**src/rtl/bmf_stream_decoder.sv**
```systemverilog
// Streaming Boolean-matrix-factorization decompressor.
// Each K-bit latent code becomes an M-bit word. Every output bit is the
// OR-of-AND product of the code with a programmable K x M basis matrix.
// The pipeline is registered and runs at full throughput. A one-entry skid
// register holds a word under backpressure, so in_ready comes from a flop.
module bmf_stream_decoder #(
  parameter int K  = 3,
  parameter int M  = 4,
  parameter int CW = 16,
  localparam int RW = (K > 1) ? $clog2(K) : 1
) (
  input  logic          clk,
  input  logic          rst_n,
  input  logic          in_valid,
  output logic          in_ready,
  input  logic [K-1:0]  in_code,
  output logic          out_valid,
  input  logic          out_ready,
  output logic [M-1:0]  out_data,
  input  logic          cfg_we,
  input  logic [RW-1:0] cfg_row,
  input  logic [M-1:0]  cfg_data,
  output logic          cfg_err,
  output logic [CW-1:0] out_count
);

  // K widened by one bit so that cfg_row can be range-checked without truncation
  localparam logic [RW:0] KV = (RW+1)'(K);

  logic [M-1:0] h [K];
  logic [M-1:0] word;
  logic         or_valid;
  logic [M-1:0] or_data;
  logic         sk_full;
  logic [M-1:0] sk_data;
  logic         accept;
  logic         handoff;

  assign accept    = in_valid & in_ready;
  assign handoff   = ~or_valid | out_ready;
  assign in_ready  = ~sk_full;
  assign out_valid = or_valid;
  assign out_data  = or_data;

  // Boolean product of the incoming code with the current basis (pre-write H)
  always_comb begin
    word = '0;
    for (int i = 0; i < K; i++) begin
      if (in_code[i]) word = word | h[i];
    end
  end

  // Output register and skid register; moves data so strict FIFO order is kept
  always_ff @(posedge clk) begin
    if (!rst_n) begin
      or_valid <= 1'b0;
      or_data  <= '0;
      sk_full  <= 1'b0;
      sk_data  <= '0;
    end else if (handoff) begin
      if (sk_full) begin
        or_valid <= 1'b1;
        or_data  <= sk_data;
        sk_full  <= accept;
        if (accept) sk_data <= word;
      end else begin
        or_valid <= accept;
        if (accept) or_data <= word;
      end
    end else if (accept) begin
      sk_full <= 1'b1;
      sk_data <= word;
    end
  end

  // Basis matrix: shifted-identity default, row writes apply from the next edge on
  always_ff @(posedge clk) begin
    if (!rst_n) begin
      for (int i = 0; i < K; i++) begin
        h[i] <= M'(1) << (i + 1);
      end
    end else begin
      for (int i = 0; i < K; i++) begin
        if (cfg_we && (cfg_row == RW'(i))) h[i] <= cfg_data;
      end
    end
  end

  // Sticky flag for writes addressed past the last basis row
  always_ff @(posedge clk) begin
    if (!rst_n) begin
      cfg_err <= 1'b0;
    end else if (cfg_we && ({1'b0, cfg_row} >= KV)) begin
      cfg_err <= 1'b1;
    end
  end

  // Wrapping count of words delivered downstream
  always_ff @(posedge clk) begin
    if (!rst_n) begin
      out_count <= '0;
    end else if (or_valid && out_ready) begin
      out_count <= out_count + CW'(1);
    end
  end

endmodule

```
**config.mk**
```make
export PLATFORM = sky130hd
export DESIGN_NAME = bmf_stream_decoder
export DESIGN_NICKNAME = d
export VERILOG_FILES = /design/src/rtl/bmf_stream_decoder.sv
export SDC_FILE = /design/constraint.sdc
export NUM_CORES = 1
export LEC_CHECK = 0
export BUFFER_PORTS_ARGS = -buffer_cell sky130_fd_sc_hd__buf_2
export CORE_MARGIN = 2
export CORE_UTILIZATION = 30
export CTS_BUF_LIST = sky130_fd_sc_hd__clkbuf_4
export DETAILED_ROUTE_END_ITERATION = 10
export PLACE_DENSITY = 0.45
export SLEW_MARGIN = 20
export SYNTH_ARGS = -nofsm -noshare
export SYNTH_HDL_FRONTEND = slang
export SYNTH_SLANG_ARGS = --single-unit
export TNS_END_PERCENT = 100
```
**constraint.sdc**
```tcl
create_clock -name clk -period 1.8 [get_ports clk]
set_clock_uncertainty 0.2 [all_clocks]
set_input_delay 0.54 -clock clk [delete_from_list [all_inputs] [get_ports clk]]
set_output_delay 0.54 -clock clk [all_outputs]
set_load 0.01 [all_outputs]
```
==> metrics.txt, run 1 <==
Hold Path Stages=2; Initial Utilization=30.5%; placeable core region=0.00544 mm^2; clk sinks=39; fin nets=221; Worst Hold End=h[0][1]; fin worst setup slack=0.0885 ns; share of cells above drive strength 1=26.6%; Routed met2 length=1.67 mm; min-delay src=cfg_data[1]; Worst setup EP type=primary output; routed len/inst=12.9 um; I/O Pins=37; commonest non-fill, non-tap cell in the layout=buf_2; Antenna Cells=0; DRC=0; Die Area=0.00615 mm^2; routability cong.=0.765; Max Cap Viol=0; #FFs+latches synth=39; Peak supply drop=0.373 mV; final cell count without fillers=279; most frequent cells in the layout=36 x buf_2, 26 x dfxtp_1, 24 x nand2_1; Post-Syn Area=0.00166 mm^2; RSZ-0062 raised after global routing=false; Synth warnings=0; initial antenna violation count=0; Top Layer Used=met4; pwr dens=821 mW/mm^2; Worst Path Max Fanout=6; Initial DRT Pass Iterations=7; Primary FF master, synth=dfxtp_1; Critical Path Source Type=flop; ordered cell list for the critical path=buf_4 -> buf_2; vias in the first global route=1226; Resized cells post-CTS=0; worst reg2reg path depth=4; gr ovfl total=0; largest net degree at the start of global routing=31; root buffer cell=clkbuf_4; Vias/cell=4.65; Placed Cells incl. Taps=271; crit path DAT=0.97 ns; worst hold path class=primary input to flop; critical path's top delay family=flip-flops; Vias=1298; DP HPWL=2.75 mm; hold slack final=0.263 ns; Fillers=556; Pwr Total=1.69 mW; clock latency at the later pin of the worst-skew pair=0.34 ns; sequential share of the synthesized area=54.3%; fmax=0.584 GHz; CP bufs+invs=2; Slew Limit Fails=0; DRT Wirelength=3.59 mm; number of cell rows=27; CP required=1.06 ns; pin slew with the least headroom to its limit=0.445 ns; Initial DRC Count=88; LEAKAGE=0.907 nW; fraction of registers with async set/reset=0%; Synth Area per Inst=10.5 um^2; Max stage delay on crit path=0.36 ns; ranking of synthesized cells by area=dfxtp_1 33%, edfxtp_1 22%, and2_1 6.0%, nand2_1 5.4%, xnor2_1 5.3%; WL met3=205 um; Netlist cell types=31; hold_buf cts=0; top-area cell type share of the netlist area=32.6%; status=completed; Die X=78.4 um; CP Depth=2; fin crit share=95.1%; CTS clk-pin slew, worst paths=0.12 ns; syn nets=173; reg2reg setup slack=0.15 ns; final setup fails=0; Slew headroom=70.4%; global-route usage over all layers=12.6%; fin util=37.8%; Clock Tree Buf Depth=2; first-pass GRT wire length=6.02 mm; CTS Buf Count=5; Met1 Routed Length=1.66 mm; htree depth=2; WS Path Type=flop to primary output; Mapped Cells=158; post-CTS setup buffers=0; TritonCTS clock tree=done; Hold Fails Final Rpt=0; FF/Latch Area=902 um^2; worst reg2reg startpoint=out_count[4]; multi-input logic area=726 um^2; PortBufs=36; worst r2r dst=out_count[14]; minimum clock period=1.71 ns; post-route ant nets=0; leading area contributor after synthesis=dfxtp_1; pre-CTS WS=-0.0429 ns; Area growth syn-to-layout=23.7%; CP max-delay cell=dfxtp_1; Die Height=78.4 um; Post-synth EDFFs=12
==> report_power, final <==
group | total, mW | internal, mW | switching (mW)
clock network | 0.576 | 0.286 | 0.290
logic | 0.147 | 0.0656 | 0.0810
registers | 0.964 | 0.948 | 0.0159
total | 1.69 | 1.30 | 0.387
==> worst max-delay path by stage <==
stage | from | to | slack [ns]
after floorplan | out_ready | out_count[12] | 0.14
after global placement | out_ready | out_count[9] | 0.02
after detailed placement | out_ready | out_count[14] | -0.04
after CTS | sk_full | in_ready | 0.03
after global routing | out_count[10] | out_count[10] | 0.008
final | out_valid | out_valid | 0.09
==> through the flow <==
stage                     instance area, um^2  TNS [ns]
after floorplan                          1660         0
after global placement                   1980         0
after detailed placement                 1980   -0.0479
after CTS                                2050         0
after global routing                     2050         0
final                                    2050         0
==> Yosys cell counts (2+ instances only) <==
| master | count |
|---|---|
| a21boi_0 | 2 |
| mux2i_1 | 3 |
| nand2b_1 | 8 |
| nand3_1 | 5 |
| o21ai_0 | 9 |
| o22ai_1 | 4 |
| nand4_1 | 5 |
| clkbuf_1 | 3 |
| nor2_1 | 2 |
| a222oi_1 | 4 |
| xnor2_1 | 10 |
| nand2_1 | 24 |
| edfxtp_1 | 12 |
| inv_1 | 2 |
| a21boi_1 | 2 |
| dfxtp_1 | 27 |
| and2_1 | 16 |
| and4_1 | 3 |
| or3_1 | 2 |
| o211a_1 | 4 |
==> flip-flops by register name (all words and copies together) (netlist names) <==
register / flops
out_count: 16
h: 12
out_data: 4
sk_data: 4
cfg_err: 1
out_valid: 1
sk_full: 1
==> final cells by class <==
cell class | count | area share, %
tap | 72 | 4.39
sequential | 39 | 43.9
inverter | 3 | 0.548
timing repair buffer | 45 | 12.1
multi-input combinational | 112 | 35.3
clock buffer | 5 | 1.83
clock inverter | 3 | 1.89
==> worst register-to-register path, cell delays in order (launching register included) <==
cell,delay (ns)
dfxtp_1,0.43
and4_1,0.32
nand4_4,0.15
or3_1,0.34
a21boi_1,0.16
==> layer usage <==
metal | up-vias | global-route usage, %
met5 | - | 0
met4 | 0 | 4.21
met3 | 7 | 3.91
met2 | 43 | 20.2
met1 | 585 | 16.3
li1 | 663 | -
==> cells by family (layout without fill, tap and decap cells) <==
group                      Yosys count  in the layout  synth area share (%)
AOI/OAI and AO/OA                   28             28                  12.0
muxes                                3              3                  1.81
xor gates and xnor gates            10             10                  5.27
buffers and inverters                7             56                  2.03
and+or+nand+nor                     70             70                  23.9
DFF                                 39             39                  54.3
adders and majority gates            1              1                 0.753
No activity file was read; power rests on OpenSTA's default activity.
==> run 2: changes to the inputs <==
--- a/config.mk
+++ b/config.mk
@@ -5,12 +5,12 @@
 export SDC_FILE = /design/constraint.sdc
 export NUM_CORES = 1
 export LEC_CHECK = 0
+export ABC_AREA = 1
 export BUFFER_PORTS_ARGS = -buffer_cell sky130_fd_sc_hd__buf_2
 export CORE_MARGIN = 2
 export CORE_UTILIZATION = 30
 export CTS_BUF_LIST = sky130_fd_sc_hd__clkbuf_4
 export DETAILED_ROUTE_END_ITERATION = 10
-export PLACE_DENSITY = 0.45
 export SLEW_MARGIN = 20
 export SYNTH_ARGS = -nofsm -noshare
 export SYNTH_HDL_FRONTEND = slang
==> metrics.txt, run 2 <==
worst r2r dst=out_count[12]; initial antenna violation count=0 (unchanged); pwr dens=801 mW/mm^2 (-2.4%); Worst Hold End=h[0][1]; DRT Wirelength=3.56 mm (-0.67%); min-delay src=cfg_data[1]; WS Path Type=flop to primary output; Post-Syn Area=0.00178 mm^2 (+7.1%); global-route usage over all layers=12.1% (-0.52 points); Primary FF master, synth=dfxtp_1; syn nets=244 (+41%); placeable core region=0.00582 mm^2 (+6.9%); Clock Tree Buf Depth=2 (unchanged); I/O Pins=37 (unchanged); sequential share of the synthesized area=50.7% (-3.6 points); largest reg by FF count=out_count; vias in the first global route=1459 (+19%); hold_buf cts=0 (unchanged); worst reg2reg startpoint=out_count[0]; first-pass GRT wire length=6.19 mm (+2.9%); post-synthesis compound-gate area fraction=10.1% (-1.9 points); Initial DRC Count=70 (-20%); Mapped Cells=229 (+45%); CTS Buf Count=5 (unchanged); critical path's top delay family=flip-flops; most common cell in the netlist=nand2_1; biggest registers after layout=out_count (16), h (12); clock latency at the later pin of the worst-skew pair=0.36 ns (+0.02 ns); fin crit share=95.7% (+0.66 points); Worst Path Max Fanout=7 (+1); final cell count without fillers=348 (+25%); Worst setup EP type=primary output; Netlist cell types=23 (-26%); DRC=0 (unchanged); commonest cells in the netlist=56 x nand2_1, 33 x nor2_1, 28 x inv_1; Hold Path Stages=3 (+1); CP required=1.06 ns (about the same); post-route ant nets=0 (unchanged); Antenna Cells=0 (unchanged); Placed Cells incl. Taps=340 (+25%); Initial DRT Pass Iterations=4 (-3); Critical Path Source Type=flop; reg2reg setup slack=0.28 ns (+0.13 ns); share of cells above drive strength 1=22.7% (-3.9 points); Max stage delay on crit path=0.46 ns (+0.10 ns); FF/Latch Area=905 um^2 (+0.28%); Fillers=642 (+15%); CP bufs+invs=1 (-1); clk sinks=39 (unchanged); Die Height=81.0 um (+3.3%); Setup Total Neg Slack=0 ns (unchanged); Slew headroom=57.9% (-12 points); leading area contributor after synthesis=dfxtp_1; minimum clock period=1.72 ns (+0.0119 ns); Synth Area per Inst=7.76 um^2 (-26%); worst hold path class=primary input to flop; multi-input logic area=763 um^2 (+5.2%); post-CTS setup buffers=0 (unchanged); gr ovfl total=0 (unchanged); CP max-delay cell=dfxtp_1; most frequent cells in the layout=56 x nand2_1, 36 x buf_2, 33 x nor2_1; PortBufs=36 (unchanged); simple-gate share of the synthesized area=31.9% (+8.0 points); Vias/cell=4.38 (-5.8%); final setup fails=0 (unchanged); Die X=81.0 um (+3.3%); Vias=1525 (+17%); Worst setup startpoint=out_count[6]; root buffer cell=clkbuf_4; Die Area=0.00656 mm^2 (+6.7%); fraction of synthesized cell area in xor and xnor cells=0% (-5.3 points); DP HPWL=2.73 mm (-0.89%); max reg flops=16 (unchanged); Post-synth EDFFs=12 (unchanged); status=completed; ordered cell list for the critical path=buf_2; combinational family with the most area after synthesis=simple AND/OR/NAND/NOR gates; routability cong.=0.771 (+0.86%); Hold Fails Final Rpt=0 (unchanged); Area growth syn-to-layout=21.1%; crit path DAT=0.98 ns (about the same); top-area cell type share of the netlist area=30.4% (-2.2 points); Slew Limit Fails=0 (unchanged); multiplexer area fraction after synthesis=0% (-1.8 points); #FFs+latches synth=39 (unchanged); fraction of registers with async set/reset=0% (unchanged); worst reg2reg path depth=7 (+3); LEAKAGE=0.965 nW (+6.4%); Initial Utilization=30.6% (+0.045 points); CTS clk-pin slew, worst paths=0.12 ns (about the same); pin slew with the least headroom to its limit=0.625 ns (+0.180 ns); ranking of synthesized cells by area=dfxtp_1 30%, edfxtp_1 20%, nand2_1 12%, nor2_1 7.0%, inv_1 5.9%; commonest non-fill, non-tap cell in the layout=nand2_1; htree depth=2 (unchanged); routed len/inst=10.2 um (-20%); largest net degree at the start of global routing=24 (-23%); TritonCTS clock tree=done; Synth Area in Adders=0.704% (-0.050 points); Max Cap Viol=0 (unchanged); fin nets=287 (+30%); Synth warnings=0 (unchanged); Peak supply drop=0.338 mV (-9.3%); number of cell rows=28 (+3.7%); fmax=0.580 GHz (-0.69%); RSZ-0062 raised after global routing=false
==> run 2: cell families after synthesis <==
kind of cell,Yosys count
AND/OR/NAND/NOR,124
flip-flops,39
AO/OA/AOI/OAI,34
buffers and inverters,31
adder cells (fa/ha/maj),1
==> run 2: power breakdown <==
| group | leakage [nW] | internal [mW] | switching (mW) |
|---|---|---|---|
| Combinational | 0.585 | 0.0545 | 0.0890 |
| Clock | 0.0418 | 0.296 | 0.318 |
| Sequential | 0.339 | 0.949 | 0.0187 |
==> run 2: worst max-delay path by stage <==
stage	to	slack, ns	depth (start not counted)
after global routing	out_count[6]	0.02	1
final	out_count[6]	0.08	1
after detailed placement	h[0][0]	-0.03	4
after global placement	h[0][0]	0.05	4
after CTS	in_ready	0.006	2
after floorplan	h[0][4]	0.10	3
==> run 2: what timing repair did <==
action                                 4_1_cts  5_1_grt
setup endpoints to repair                    1        3
endpoints found under the hold margin        0        0
gates resized for setup                      1        3
==> run 2: area by class of cell <==
class | instances | share of cell area, %
Tap cell | 75 | 4.36
Clock inverter | 3 | 2.15
Inverter | 28 | 4.88
Clock buffer | 5 | 1.74
Multi-Input combinational cell | 159 | 35.4
Timing Repair Buffer | 39 | 9.41
Sequential cell | 39 | 42.0
==> run 2: stage by stage <==
| step | power [mW] | hold WS [ns] | utilization, % | cell area, um^2 | setup WS [ns] |
|---|---|---|---|---|---|
| 6_report | 1.73 | 0.248 | 37.0 | 2150 | 0.0765 |
| 4_1_cts | 1.75 | 0.244 | 37.0 | 2150 | 0.00641 |
| 3_5_place_dp | 1.13 | 0.260 | 35.5 | 2070 | -0.0275 |
| 5_1_grt | 1.80 | 0.247 | 37.0 | 2150 | 0.0209 |
| 3_3_place_gp | 1.13 | 0.262 | 35.5 | 2070 | 0.0532 |
| 2_1_floorplan | 1.07 | 0.278 | - | 1780 | 0.101 |
==> run 2: tightest hold or removal path, stage by stage <==
cell     delay [ns]
buf_2          0.07
inv_1          0.04
nand2_1        0.06
==> run 2: layer usage <==
metal  global-route usage [%]  vias up  share of wire, %  wire length [um]
met4                     5.59        0               1.6                57
met3                     3.44        6               4.4               156
met2                     19.4       25                46              1650
met1                     15.1      664                48              1700
met5                        0        -                 0                 0
li1                         -      830                 -                 -
